`config.mk`:
```
export PLATFORM = sky130hd
export DESIGN_NAME = switch_input_ctrl
export DESIGN_NICKNAME = d
export VERILOG_FILES = /design/src/rtl/switch_input_ctrl.sv
export SDC_FILE = /design/constraint.sdc
export NUM_CORES = 1
export LEC_CHECK = 0
export CAP_MARGIN = 20
export CORE_ASPECT_RATIO = 0.6
export CORE_UTILIZATION = 57
export DETAILED_ROUTE_END_ITERATION = 12
export PLACE_DENSITY = 0.88
export SYNTH_ARGS = -nofsm -noshare
export SYNTH_HDL_FRONTEND = slang
export SYNTH_SLANG_ARGS = --single-unit
```
`constraint.sdc`:
```
create_clock -name clock -period 3.5 [get_ports clock]
set_input_delay 0.35 -clock clock [delete_from_list [all_inputs] [get_ports clock]]
set_output_delay 0.35 -clock clock [all_outputs]
set_load 0.02 [all_outputs]
```
`src/rtl/switch_input_ctrl.sv`:
```
// Memory-mapped switch/button input controller: synchronises raw inputs, debounces
// buttons, keeps sticky read-to-clear rising-edge flags and serves a registered read bus.
module switch_input_ctrl #(
  parameter int NUM_BYTES       = 3,
  parameter int NUM_BTNS        = 2,
  parameter int DEBOUNCE_CYCLES = 20000,
  parameter int ADDR_W          = 4
) (
  input  logic                   clock,
  input  logic                   reset,
  input  logic                   switchCtrl,
  input  logic                   ioRead,
  input  logic [ADDR_W-1:0]      switchAddr,
  input  logic [8*NUM_BYTES-1:0] switches,
  input  logic [NUM_BTNS-1:0]    buttons,
  output logic [15:0]            input_data,
  output logic                   btn_pending
);

  localparam int                CNT_W      = $clog2(DEBOUNCE_CYCLES + 1);
  localparam logic [CNT_W-1:0]  CNT_LAST   = CNT_W'(DEBOUNCE_CYCLES - 1);
  localparam logic [ADDR_W-1:0] ADDR_FLAGS = ADDR_W'(NUM_BYTES);
  localparam logic [ADDR_W-1:0] ADDR_LEVEL = ADDR_W'(NUM_BYTES + 1);

  logic [8*NUM_BYTES-1:0] sw_s1, sw_s2;
  logic [NUM_BTNS-1:0]    btn_s1, btn_s2;
  logic [NUM_BTNS-1:0]    stable, stable_nxt;
  logic [NUM_BTNS-1:0]    flags, flags_nxt;
  logic [NUM_BTNS-1:0]    rise;
  logic [CNT_W-1:0]       cnt     [NUM_BTNS];
  logic [CNT_W-1:0]       cnt_nxt [NUM_BTNS];
  logic                   rd;
  logic                   flags_clr;
  logic [15:0]            rdata;

  assign rd        = switchCtrl & ioRead;
  assign flags_clr = rd && (switchAddr == ADDR_FLAGS);

  // Debounce: a level is accepted only after DEBOUNCE_CYCLES consecutive disagreeing samples.
  always_comb begin
    // NOTE: every output of this block gets a default first so no path leaves it unassigned (no latch).
    stable_nxt = stable;
    for (int b = 0; b < NUM_BTNS; b++) begin
      cnt_nxt[b] = '0;
      if (btn_s2[b] != stable[b]) begin
        if (cnt[b] == CNT_LAST) stable_nxt[b] = btn_s2[b];
        else                    cnt_nxt[b]    = cnt[b] + CNT_W'(1);
      end
    end
  end

  // A new rising edge overrides a simultaneous read-to-clear.
  assign rise      = stable_nxt & ~stable;
  assign flags_nxt = (flags_clr ? '0 : flags) | rise;

  always_comb begin
    rdata = 16'h0000;
    for (int k = 0; k < NUM_BYTES; k++) begin
      if (switchAddr == ADDR_W'(k)) rdata = {8'h00, sw_s2[8*k +: 8]};
    end
    if (switchAddr == ADDR_FLAGS) rdata[NUM_BTNS-1:0] = flags;
    if (switchAddr == ADDR_LEVEL) rdata[NUM_BTNS-1:0] = stable;
  end

  always_ff @(posedge clock) begin
    // NOTE: state is updated with non-blocking assignments so every flop samples pre-edge values.
    if (reset) begin
      sw_s1      <= '0;
      sw_s2      <= '0;
      btn_s1     <= '0;
      btn_s2     <= '0;
      stable     <= '0;
      flags      <= '0;
      input_data <= 16'h0000;
      // NOTE: the counters are plain flops, not RAM, so each element is reset explicitly.
      for (int b = 0; b < NUM_BTNS; b++) cnt[b] <= '0;
    end else begin
      sw_s1  <= switches;
      sw_s2  <= sw_s1;
      btn_s1 <= buttons;
      btn_s2 <= btn_s1;
      stable <= stable_nxt;
      flags  <= flags_nxt;
      for (int b = 0; b < NUM_BTNS; b++) cnt[b] <= cnt_nxt[b];
      if (rd) input_data <= rdata;
    end
  end

  assign btn_pending = |flags;

endmodule

```
# [Word level (Yosys, flattened, before mapping)]
# Memories as Yosys holds them, arrays and structs flattened.
# Index checks and enable logic that the tools add are counted.
[totals] elab_cells=46 in_bits=34 output_inout_bits=17 ff_bits=72 mem_bits_rw=30 mem_count=1
[classes] add_sub_neg=2 eq_ne=8 n_reduce_logical=3 n_mux=19 n_bitwise=6
[mem_list] memory="cnt" words=2 word_bits=15 rd=2 rd_clocked_by_memory_dff=0 write_ports=2 line_no="30" text="logic [CNT_W-1:0] cnt [NUM_BTNS];"
[ops] cell="two-way mux 15 bit" n=6
[ops] cell="two-way mux 16 bit" n=2
[ops] cell="adder 15 x 1 -> 15 bit, second input constant" n=2
[ops] cell="== test 15 bit, second input constant" n=2
[ops] cell="== test 4 x 2 -> 1 bit, second input constant" n=2
[ops] cell="two-way mux 8 bit" n=1
[ops] cell="two-way mux 1 bit" n=7
[ops] cell="two-way mux 2 bit" n=3
[ops] cell="== test 4 x 1 -> 1 bit, second input constant" n=1
[ops] cell="== test 4 x 3 -> 1 bit, second input constant" n=1
[ops] cell="logical NOT 4 bit" n=1
[ops] cell="bitwise AND 2 bit" n=1
[ops] cell="!= test 1 bit" n=2
[ops] cell="inverter 2 bit" n=1
[ops] cell="bitwise OR 1 bit" n=2
[ops] cell="bitwise OR 2 bit" n=1
[ops] cell="OR reduction 2 bit" n=1
[ops] cell="bitwise AND 1 bit" n=1
[ops] cell="logical AND 1 bit" n=1

# [Depth between registers and ports, before layout]
# Gate-level depths: netlist (run 1).
[depth] depth_word=6 depth_mapped=7 mapped_depth_nobuf=5

# [Worst setup path after synthesis (run 1)]
# No wires, ideal clock.
[synth_timing] path_kind="flip-flop to flip-flop" from="memory cnt[0][0] in the netlist's numbering" to="memory cnt[0][11] in the netlist's numbering" t_required_ns=3.385 path_slack_ns=2.026 arrival_time_ns=1.359 path_buffers=2 stages_incl_launch_ff=8 setup_time_ns=0.115 synth_period_minus_slack_ns=1.474 cell_sequence="dfxtp_1 > ha_1 > buf_2 > nor4bb_1 > nand4_1 > nand2b_2 > buf_6 > nor2_1"
[synth_rtl] element="from (decl)" line_no="30"

# [Final worst setup path (run 1)]
[layout_timing] from="input port switchAddr[0]" to="register input_data[1]"
[layout_between] elab_chain_len=6 elab_cells_between_ends=10 classes_between="4 x eq/ne; 5 x mux; 1 x reduce/logical"
[layout_rtl] element="from (decl)" line_no="13" text="input logic [ADDR_W-1:0] switchAddr,"
[layout_rtl] element="logical NOT 4 bit" line_no="59" text="if (switchAddr == ADDR_W'(k)) rdata = {8'h00, sw_s2[8*k +: 8]};"
[layout_rtl] element="two-way mux 8 bit" line_no="59"
[layout_rtl] element="two-way mux 16 bit (2 in a row)" line_no="59"
[layout_rtl] element="two-way mux 2 bit" line_no="61" text="if (switchAddr == ADDR_FLAGS) rdata[NUM_BTNS-1:0] = flags;"
[layout_rtl] element="two-way mux 2 bit *" line_no="62" text="if (switchAddr == ADDR_LEVEL) rdata[NUM_BTNS-1:0] = stable;"
[layout_rtl] element="to (signal assigned)" line_no="85" text="if (rd) input_data <= rdata;"
[layout_rtl] element="to (decl)" line_no="16" text="output logic [15:0] input_data,"
# Every way passes the cells marked *; elsewhere a longest branch is shown, timed or not.
# A chain may end at the register's enable or synchronous reset.

==> summary.md, run 1 <==
| Metric | Value |
|---|---|
| Outcome | finished clean |
| Layout cell share with drive strength beyond 1 | 0.0718 |
| Congestion Overflow GR | 0 |
| Clock latency on the worst-skew pair | 0.36 ns |
| Setup violations, final | 0 |
| Cell Count, Final, Fillers Out | 470 |
| Clock share of power | 0.407 |
| Mean Syn Cell Area | 10.1 µm² |
| Area fraction in compound gates after synthesis | 0.0358 |
| H-tree Lvls | 3 |
| PortBufs | 42 |
| Final worst path period share | 0.568 |
| 1st-iter DRT viols | 118 |
| Global-route wire length before repair | 10600 µm |
| Stages on worst setup path | 4 |
| Area taken by flip-flops and latches | 1880 µm² |
| Commonest cells after routing, fill and taps aside | dfxtp_1 (94), nor2b_1 (53), nor2_1 (44) |
| End of the worst register-to-register path | cnt[0][10] |
| Final instance area | 4140 µm² |
| Hold-fix buffers, CTS | 0 |
| Clock tree root buffer cell | clkbuf_8 |
| Crit. End Element | register |
| Logic depth of the worst register-to-register path | 5 |
| Area of the multi-input gates | 1480 µm² |
| Antenna violations before repair | 0 |
| Number of placed instances, taps included | 454 |
| Worst Setup Start Kind | primary input |
| DRC | 0 |
| Routed via count divided by cell count | 5.31 |
| Post-detailed-placement half-perimeter wirelength | 4390 µm |
| Overall die width | 103 µm |
| Routability-driven placement congestion ratio | 0.852 |
| Reg2Reg Setup Slack | 1.61 ns |
| Net Sw Power | 442 µW |
| Number of distinct library cells after synthesis | 41 |
| Portion of total power attributed to sequential cells | 0.532 |
| CP Max Fanout | 13 |
| Comb pwr share | 0.062 |
| Origin of the worst setup path | switchAddr[0] |
| Overall die height | 62.7 µm |
| Number of buffers created by CTS | 9 |
| Initial DRT Pass Iterations | 4 |
| Count of max-cap constraint violations | 0 |
| Time the worst path needs with I/O delays and setup | 1.99 ns |
| TritonCTS clock tree | built |
| Number of pins exceeding their max-slew limit in the final report | 0 |
| Max transition margin | 0.546 |
| Layout Nets | 421 |
| Cell with the largest stage delay on the worst path | clkdlybuf4s50_1 |
| Worst EP required | 3.73 ns |
| Floorplan die area | 6470 µm² |
| Slew of the pin with the lowest slew margin | 0.679 ns |
| Most common library cell in the layout ignoring fill and taps | dfxtp_1 |
| Total negative slack for setup checks | 0 ns |
| Worst reg2reg startpoint | cnt[0][0] |
| Crit path setup slack, layout | 1.51 ns |
| Combinational family with the most area after synthesis | simple AND/OR/NAND/NOR gates |
| Area of the mapped netlist | 3500 µm² |
| Number of global-route vias before repair | 2371 |
| CORE AREA | 5750 µm² |
| Internal power consumption | 1.65 mW |
| Highest achievable clock rate | 503 MHz |
| Hold WC Path Type | primary input to register |
| Number of gates given a new drive strength after cts | 0 |
| Starting Density | 0.608 |
| Total Routing Usage GR | 0.223 |
| Capturing element of the worst setup path | input_data[1] |
| Maximum clock path buffer count | 2 |
| Setup clock skew after layout | 0.00702 ns |
| Delay contributed by the slowest stage of the critical path | 0.91 ns |
| Fraction of the mapped netlist area in adder cells | 0.00715 |
| Setup Slack @ Placement | 1.11 ns |
| Via total after detailed routing | 2497 |
| Largest delay share family, worst path | buffers and inverters |
| Worst hold margin | 0.434 ns |
| Post-Syn Instances | 348 |
| #FFs+latches synth | 94 |
| Unrepaired setup endpoints after global routing | no |
| Number of buffer and inverter stages on the critical path | 1 |
| Proportion of synthesized area in mux cells | 0.0325 |
| Clk pin slew, worst setup/hold paths | 0.09 ns |
| CP Class | primary input to register |
| Utilization after layout | 0.720 |
| Power after layout | 2.09 mW |
| Simple logic cell fraction of the synthesized area | 0.270 |
| Antenna Diode Count | 0 |
| Share of synthesized flip-flops with an asynchronous set or reset | 0 |
| Power density over cell area | 505 nW/µm² |
| Wire length reported by the detailed router | 6430 µm |
| # rows | 21 |
| Sequential element share of the synthesized area | 0.538 |
| Post-route antenna net violation count | 0 |
| Total setup buffers inserted after CTS | 0 |
| Area overhead of the layout relative to synthesis | 18.4% |
| Warnings from Yosys | 0 |
| LEAKAGE | 1.57 nW |
| Data arrival time at the worst-slack endpoint | 2.22 ns |
| Clk sinks | 94 |
| XOR/XNOR Fraction of Synth Area | 0.0701 |
| Fill cell instance count of the final layout | 421 |
| Detail-routed net length per standard cell | 13.7 µm |
| Instance area at placement | 3900 µm² |
| List of cells traversed by the critical path | clkdlybuf4s50_1, mux4_2, a221oi_2, nor3_1 |
| Largest net degree at the start of global routing | 45 |
| Number of synthesized flops with an enable pin | 0 |
| VDD IR-drop max | 0.255 mV |
| Net switching share of the total power | 0.211 |
| Top_reg_cell synth | dfxtp_1 |
| Top-level port count | 51 |
| Final hold violation count | 0 |
[layer usage]
metal | vias up | wire length (µm) | part of all wire | track usage
met5 | - | 0 | 0 | 0
li1 | 1215 | - | - | -
met4 | 0 | 177 | 0.028 | 0.120
met3 | 18 | 389 | 0.061 | 0.0783
met2 | 92 | 2950 | 0.46 | 0.347
met1 | 1172 | 2910 | 0.45 | 0.271
[worst reg2reg max path, cell delays in order, from the launching register on]
cell	delay (ns)
dfxtp_1	0.45
ha_1	0.36
nor4bb_1	0.33
nand4_1	0.25
nand2b_2	0.29
nor2_1	0.09
[worst min-delay path by stage]
stage	from	end	slack, ns	cells after the start
floorplan	cnt[0][15]	cnt[0][15]	0.41	1
global placement	sw_s1[5]	sw_s2[5]	0.42	1
detailed placement	sw_s1[5]	sw_s2[5]	0.42	1
CTS	reset	sw_s2[14]	0.41	2
global route	reset	sw_s1[15]	0.43	2
finish	reset	stable[1]	0.43	2
[cells in the mapped netlist (2+ instances only)]
cell type,count,area [µm²]
nand3_1,8,40.0
nor4b_2,3,45.0
nor2_1,44,165
clkbuf_1,7,26.3
nor4_1,4,25.0
and2_1,2,12.5
and4_1,4,35.0
dfxtp_1,94,1880
nand2b_1,2,12.5
o21ai_0,2,10.0
nor3_1,8,40.0
buf_6,3,33.8
nand4_1,13,81.3
inv_1,3,11.3
nor2b_1,53,332
and3_1,8,50.1
a21oi_1,6,30.0
nand2_1,10,37.5
buf_4,8,60.1
xor2_1,20,175
mux2i_1,8,80.1
xnor2_1,8,70.1
buf_2,5,25.0
o21ai_1,6,30.0
nand2b_2,2,17.5
ha_1,2,25.0
[registers in the layout, indices dropped and copies added, names as in the netlist]
register	count
sw_s1	24
flags	2
stable	2
btn_s2	2
sw_s2	24
cnt	30
btn_s1	2
input_data	8
[kinds of logic (layout without fill, tap and decap cells)]
| kind of cell | count (synthesis) | in the layout |
|---|---|---|
| flip-flops | 94 | 94 |
| other | 1 | 8 |
| AO/OA/AOI/OAI | 19 | 19 |
| buffers and inverters | 27 | 62 |
| XOR/XNOR | 28 | 28 |
| AND/OR/NAND/NOR | 167 | 167 |
| adder cells (fa/ha/maj) | 2 | 2 |
| multiplexers | 10 | 10 |
[power by group through the flow]
stage / Sequential [mW] / Clock (mW) / Combinational (mW)
3_5_place_dp: 1.14 / 0 / 0.128
3_3_place_gp: 1.14 / 0 / 0.124
6_report: 1.11 / 0.852 / 0.129
4_1_cts: 1.11 / 0.870 / 0.130
2_1_floorplan: 1.14 / 0 / 0.0727
5_1_grt: 1.12 / 0.908 / 0.142
[final cells by class]
class / count / area share
multi-input combinational: 234 / 0.358
tap: 80 / 0.0242
sequential: 94 / 0.454
inverter: 3 / 0.00272
clock inverter: 6 / 0.0281
clock buffer: 10 / 0.0308
timing repair buffer: 43 / 0.102
Note: power is estimated with default switching activity, not from simulation.
==> run 2: changes to the inputs <==
--- a/config.mk
+++ b/config.mk
@@ -7,9 +7,9 @@
 export LEC_CHECK = 0
 export CAP_MARGIN = 20
 export CORE_ASPECT_RATIO = 0.6
-export CORE_UTILIZATION = 57
+export CORE_UTILIZATION = 53
 export DETAILED_ROUTE_END_ITERATION = 12
-export PLACE_DENSITY = 0.88
+export PLACE_DENSITY = 0.83
 export SYNTH_ARGS = -nofsm -noshare
 export SYNTH_HDL_FRONTEND = slang
 export SYNTH_SLANG_ARGS = --single-unit
==> constraint.sdc (replaced) <==
create_clock -name clock -period 2 [get_ports clock]
set_input_delay 0.2 -clock clock [delete_from_list [all_inputs] [get_ports clock]]
set_output_delay 0.2 -clock clock [all_outputs]
set_load 0.02 [all_outputs]
==> summary.md, run 2 (synthesis gave the netlist of run 1 again) <==
| Metric | Value |
|---|---|
| Outcome | finished clean |
| Overall die width | 107 µm |
| Routed via count divided by cell count | 4.91 |
| # rows | 22 |
| Power density over cell area | 826 nW/µm² |
| End of the worst register-to-register path | cnt[0][23] |
| Congestion Overflow GR | 0 |
| Setup violations, final | 0 |
| CP Class | register to output pin |
| Cell Count, Final, Fillers Out | 478 |
| Final hold violation count | 0 |
| Origin of the worst setup path | flags[0] |
| Initial DRT Pass Iterations | 4 |
| Delay contributed by the slowest stage of the critical path | 0.54 ns |
| Setup clock skew after layout | 0.0124 ns |
| Unrepaired setup endpoints after global routing | no |
| Power after layout | 3.42 mW |
| Number of global-route vias before repair | 2206 |
| Hold WC Path Type | primary input to register |
| Routability-driven placement congestion ratio | 0.843 |
| Layout cell share with drive strength beyond 1 | 0.0838 |
| Commonest cells after routing, fill and taps aside | dfxtp_1 (94), nor2b_1 (53), nor2_1 (44) |
| Total setup buffers inserted after CTS | 0 |
| Clock tree root buffer cell | clkbuf_8 |
| Crit. End Element | output pin |
| Instance area at placement | 3940 µm² |
| Number of buffers created by CTS | 9 |
| Number of gates given a new drive strength after cts | 0 |
| Top reg by flops | cnt |
| Total negative slack for setup checks | 0 ns |
| Global-route wire length before repair | 9850 µm |
| Worst Setup Start Kind | register |
| Crit path setup slack, layout | 0.268 ns |
| Total Routing Usage GR | 0.183 |
| Antenna Diode Count | 0 |
| Maximum clock path buffer count | 2 |
| Post-route antenna net violation count | 0 |
| Count of cells along the worst hold path | 2 |
| Via total after detailed routing | 2346 |
| Layout Nets | 425 |
| Post-detailed-placement half-perimeter wirelength | 4070 µm |
| Number of pins exceeding their max-slew limit in the final report | 0 |
| CORE AREA | 6250 µm² |
| List of cells traversed by the critical path | or2_2, clkdlybuf4s50_1 |
| Count of max-cap constraint violations | 0 |
| CP Max Fanout | 3 |
| Area overhead of the layout relative to synthesis | 18.2% |
| Time the worst path needs with I/O delays and setup | 1.73 ns |
| Data arrival time at the worst-slack endpoint | 1.53 ns |
| Number of flip-flops in the largest register | 30 |
| Utilization after layout | 0.662 |
| Starting Density | 0.560 |
| Clk pin slew, worst setup/hold paths | 0.10 ns |
| Worst hold margin | 0.271 ns |
| Largest net degree at the start of global routing | 45 |
| Most common library cell in the layout ignoring fill and taps | dfxtp_1 |
| LEAKAGE | 1.58 nW |
| Setup Slack @ Placement | 0.244 ns |
| TritonCTS clock tree | built |
| Top-level port count | 51 |
| H-tree Lvls | 3 |
| Number of placed instances, taps included | 462 |
| DRC | 0 |
| PortBufs | 42 |
| Fill cell instance count of the final layout | 497 |
| Reg2Reg Setup Slack | 0.31 ns |
| Final instance area | 4140 µm² |
| Highest achievable clock rate | 577 MHz |
| Capturing element of the worst setup path | btn_pending |
| Detail-routed net length per standard cell | 11.8 µm |
| Antenna violations before repair | 0 |
| Logic depth of the worst register-to-register path | 5 |
| Final worst path period share | 0.866 |
| Cell with the largest stage delay on the worst path | clkdlybuf4s50_1 |
| VDD IR-drop max | 0.425 mV |
| 1st-iter DRT viols | 58 |
| Hold-fix buffers, CTS | 0 |
| Clk sinks | 94 |
| Worst reg2reg startpoint | cnt[0][15] |
| Floorplan die area | 6940 µm² |
| Worst Hold Launch | reset |
| Worst EP required | 1.80 ns |
| Top flop regs | cnt: 30 flops, sw_s1: 24 flops, sw_s2: 24 flops |
| Overall die height | 64.9 µm |
| Wire length reported by the detailed router | 5620 µm |
| Clock latency on the worst-skew pair | 0.35 ns |
[run 2: cell types whose count changed in the layout (fill, tap and decap cells not counted), sizes merged]
cell / before / now
buf: 2 / 6
bufinv: 3 / 0
clkbuf: 10 / 9
clkinv: 0 / 1
inv: 6 / 9
[run 2: worst min-delay path by stage]
stage	endpoint
2_1_floorplan	btn_s1[0]
3_3_place_gp	btn_s2[1]
3_5_place_dp	sw_s2[16]
4_1_cts	stable[0]
5_1_grt	stable[0]
6_report	stable[0]
[run 2: final cells by class]
class                           count  area (µm²)  share of cell area
Clock buffer                        9         124              0.0299
Timing Repair Buffer               47         453               0.109
Inverter                            3        11.3             0.00272
Tap cell                           84         105              0.0254
Sequential cell                    94        1880               0.455
Multi-Input combinational cell    234        1480               0.359
Clock inverter                      7        78.8              0.0191
[run 2: report_power, final]
part | switching, mW | leakage, nW | internal (mW)
registers | 0.0178 | 0.770 | 1.93
clock network | 0.739 | 0.105 | 0.506
logic | 0.104 | 0.704 | 0.122
total | 0.861 | 1.58 | 2.56
[run 2: worst max-delay path: cells and delay by family, from the launching register on]
family                 cells  cell delay (ns)
buffers and inverters      1             0.54
flip-flops                 1             0.34
AND/OR/NAND/NOR            1             0.29
[run 2: layer usage]
metal	vias to the layer above	share of wire	routed length (µm)	GRT usage
li1	1224	-	-	-
met1	1057	0.50	2810	0.237
met2	61	0.44	2460	0.289
met3	4	0.055	312	0.0553
met4	0	0.0078	44	0.0668
met5	-	0	0	0
==> run 3: changes to the inputs <==
--- a/config.mk
+++ b/config.mk
@@ -10,6 +10,7 @@
 export CORE_UTILIZATION = 53
 export DETAILED_ROUTE_END_ITERATION = 12
 export PLACE_DENSITY = 0.83
+export SKIP_LAST_GASP = 1
 export SYNTH_ARGS = -nofsm -noshare
 export SYNTH_HDL_FRONTEND = slang
 export SYNTH_SLANG_ARGS = --single-unit
==> constraint.sdc (replaced) <==
create_clock -name clock -period 1.8 [get_ports clock]
set_input_delay 0.18 -clock clock [delete_from_list [all_inputs] [get_ports clock]]
set_output_delay 0.18 -clock clock [all_outputs]
set_load 0.02 [all_outputs]
==> summary.md, run 3 (synthesis gave the netlist of run 1 again) <==
| Metric | Value |
|---|---|
| DRC | 0 |
| Total negative slack for setup checks | 0 ns |
| Worst EP required | 1.62 ns |
| Overall die height | 64.9 µm |
| Highest achievable clock rate | 583 MHz |
| Clock tree root buffer cell | clkbuf_8 |
| Post-detailed-placement half-perimeter wirelength | 4240 µm |
| Floorplan die area | 6940 µm² |
| Layout cell share with drive strength beyond 1 | 0.0975 |
| 1st-iter DRT viols | 57 |
| Crit path setup slack, layout | 0.0845 ns |
| Number of flip-flops in the largest register | 30 |
| Post-route antenna net violation count | 0 |
| LEAKAGE | 1.60 nW |
| Initial DRT Pass Iterations | 4 |
| CP Class | register to output pin |
| Starting Density | 0.560 |
| Power after layout | 3.77 mW |
| Congestion Overflow GR | 0 |
| Number of global-route vias before repair | 2173 |
| Global-route wire length before repair | 9850 µm |
| Antenna violations before repair | 0 |
| Most common library cell in the layout ignoring fill and taps | dfxtp_1 |
| VDD IR-drop max | 0.473 mV |
| Hold WC Path Type | primary input to register |
| Routed via count divided by cell count | 4.91 |
| Unrepaired setup endpoints after global routing | no |
| Power density over cell area | 903 nW/µm² |
| Number of pins exceeding their max-slew limit in the final report | 0 |
| Overall die width | 107 µm |
| Total Routing Usage GR | 0.186 |
| Routability-driven placement congestion ratio | 0.802 |
| Time the worst path needs with I/O delays and setup | 1.72 ns |
| Number of gates given a new drive strength after cts | 0 |
| Number of placed instances, taps included | 468 |
| Logic depth of the worst register-to-register path | 5 |
| Final worst path period share | 0.953 |
| Total setup buffers inserted after CTS | 0 |
| Top-level port count | 51 |
| Top reg by flops | cnt |
| CORE AREA | 6250 µm² |
| Clock latency on the worst-skew pair | 0.36 ns |
| Count of max-cap constraint violations | 0 |
| Cell Count, Final, Fillers Out | 484 |
| Hold-fix buffers, CTS | 0 |
| Commonest cells after routing, fill and taps aside | dfxtp_1 (94), nor2b_1 (53), nor2_1 (44) |
| Largest net degree at the start of global routing | 44 |
| CP Max Fanout | 3 |
| Utilization after layout | 0.669 |
| Top flop regs | cnt: 30 flops, sw_s1: 24 flops, sw_s2: 24 flops |
| Area overhead of the layout relative to synthesis | 19.4% |
| Clk sinks | 94 |
| Worst Setup Start Kind | register |
| Detail-routed net length per standard cell | 12.4 µm |
| Outcome | finished clean |
| TritonCTS clock tree | built |
| Crit. End Element | output pin |
| Layout Nets | 431 |
| Setup violations, final | 0 |
| Wire length reported by the detailed router | 5980 µm |
| Count of cells along the worst hold path | 3 |
| Maximum clock path buffer count | 2 |
| Data arrival time at the worst-slack endpoint | 1.54 ns |
| Setup Slack @ Placement | 0.0608 ns |
| Antenna Diode Count | 0 |
| Via total after detailed routing | 2375 |
| Final hold violation count | 0 |
| Setup clock skew after layout | 0.0114 ns |
| Number of buffers created by CTS | 9 |
| H-tree Lvls | 3 |
| # rows | 22 |
| Fill cell instance count of the final layout | 496 |
| PortBufs | 42 |
| Clk pin slew, worst setup/hold paths | 0.09 ns |
==> run 3: area by class of cell <==
class | count | area (µm²) | share of cell area
clock buffer | 9 | 124 | 0.0296
timing repair buffer | 53 | 498 | 0.119
sequential | 94 | 1880 | 0.450
multi-input combinational | 234 | 1480 | 0.355
clock inverter | 7 | 75.1 | 0.0180
tap | 84 | 105 | 0.0251
inverter | 3 | 11.3 | 0.00269
==> run 3: worst max-delay path, cell delays in order, from the launching register on <==
cell             delay, ns
dfxtp_1               0.34
or2_2                 0.30
clkdlybuf4s50_1       0.54
==> run 3: metal layers <==
metal / up-vias / GRT usage / wire [µm]
li1: 1239 / - / -
met4: 0 / 0.0479 / 42
met3: 8 / 0.0734 / 350
met1: 1061 / 0.232 / 2890
met2: 67 / 0.302 / 2700
met5: - / 0 / 0
==> run 3: power by group <==
part           switching (mW)  leakage (nW)  total, mW  internal [mW]
Clock                   0.805        0.0985       1.35          0.549
Sequential             0.0213         0.770       2.16           2.14
Combinational           0.116         0.735      0.257          0.141
Total                   0.942          1.60       3.77           2.83
==> run 3: worst paths after layout <==
kind                                     to      start  slack, ns
worst min-delay path              cnt[0][2]      reset       0.19
worst min register to register    sw_s2[10]  sw_s1[10]       0.44
worst max register to register   cnt[0][11]  cnt[0][1]       0.23
worst max-delay path            btn_pending   flags[0]       0.08
==> run 3: metrics by stage <==
stage	hold WS (ns)	area, µm²
final	0.192	4180
after global routing	0.189	4180
after CTS	0.179	4180
after detailed placement	0.420	3980
after global placement	0.419	3980
after floorplan	0.308	3530
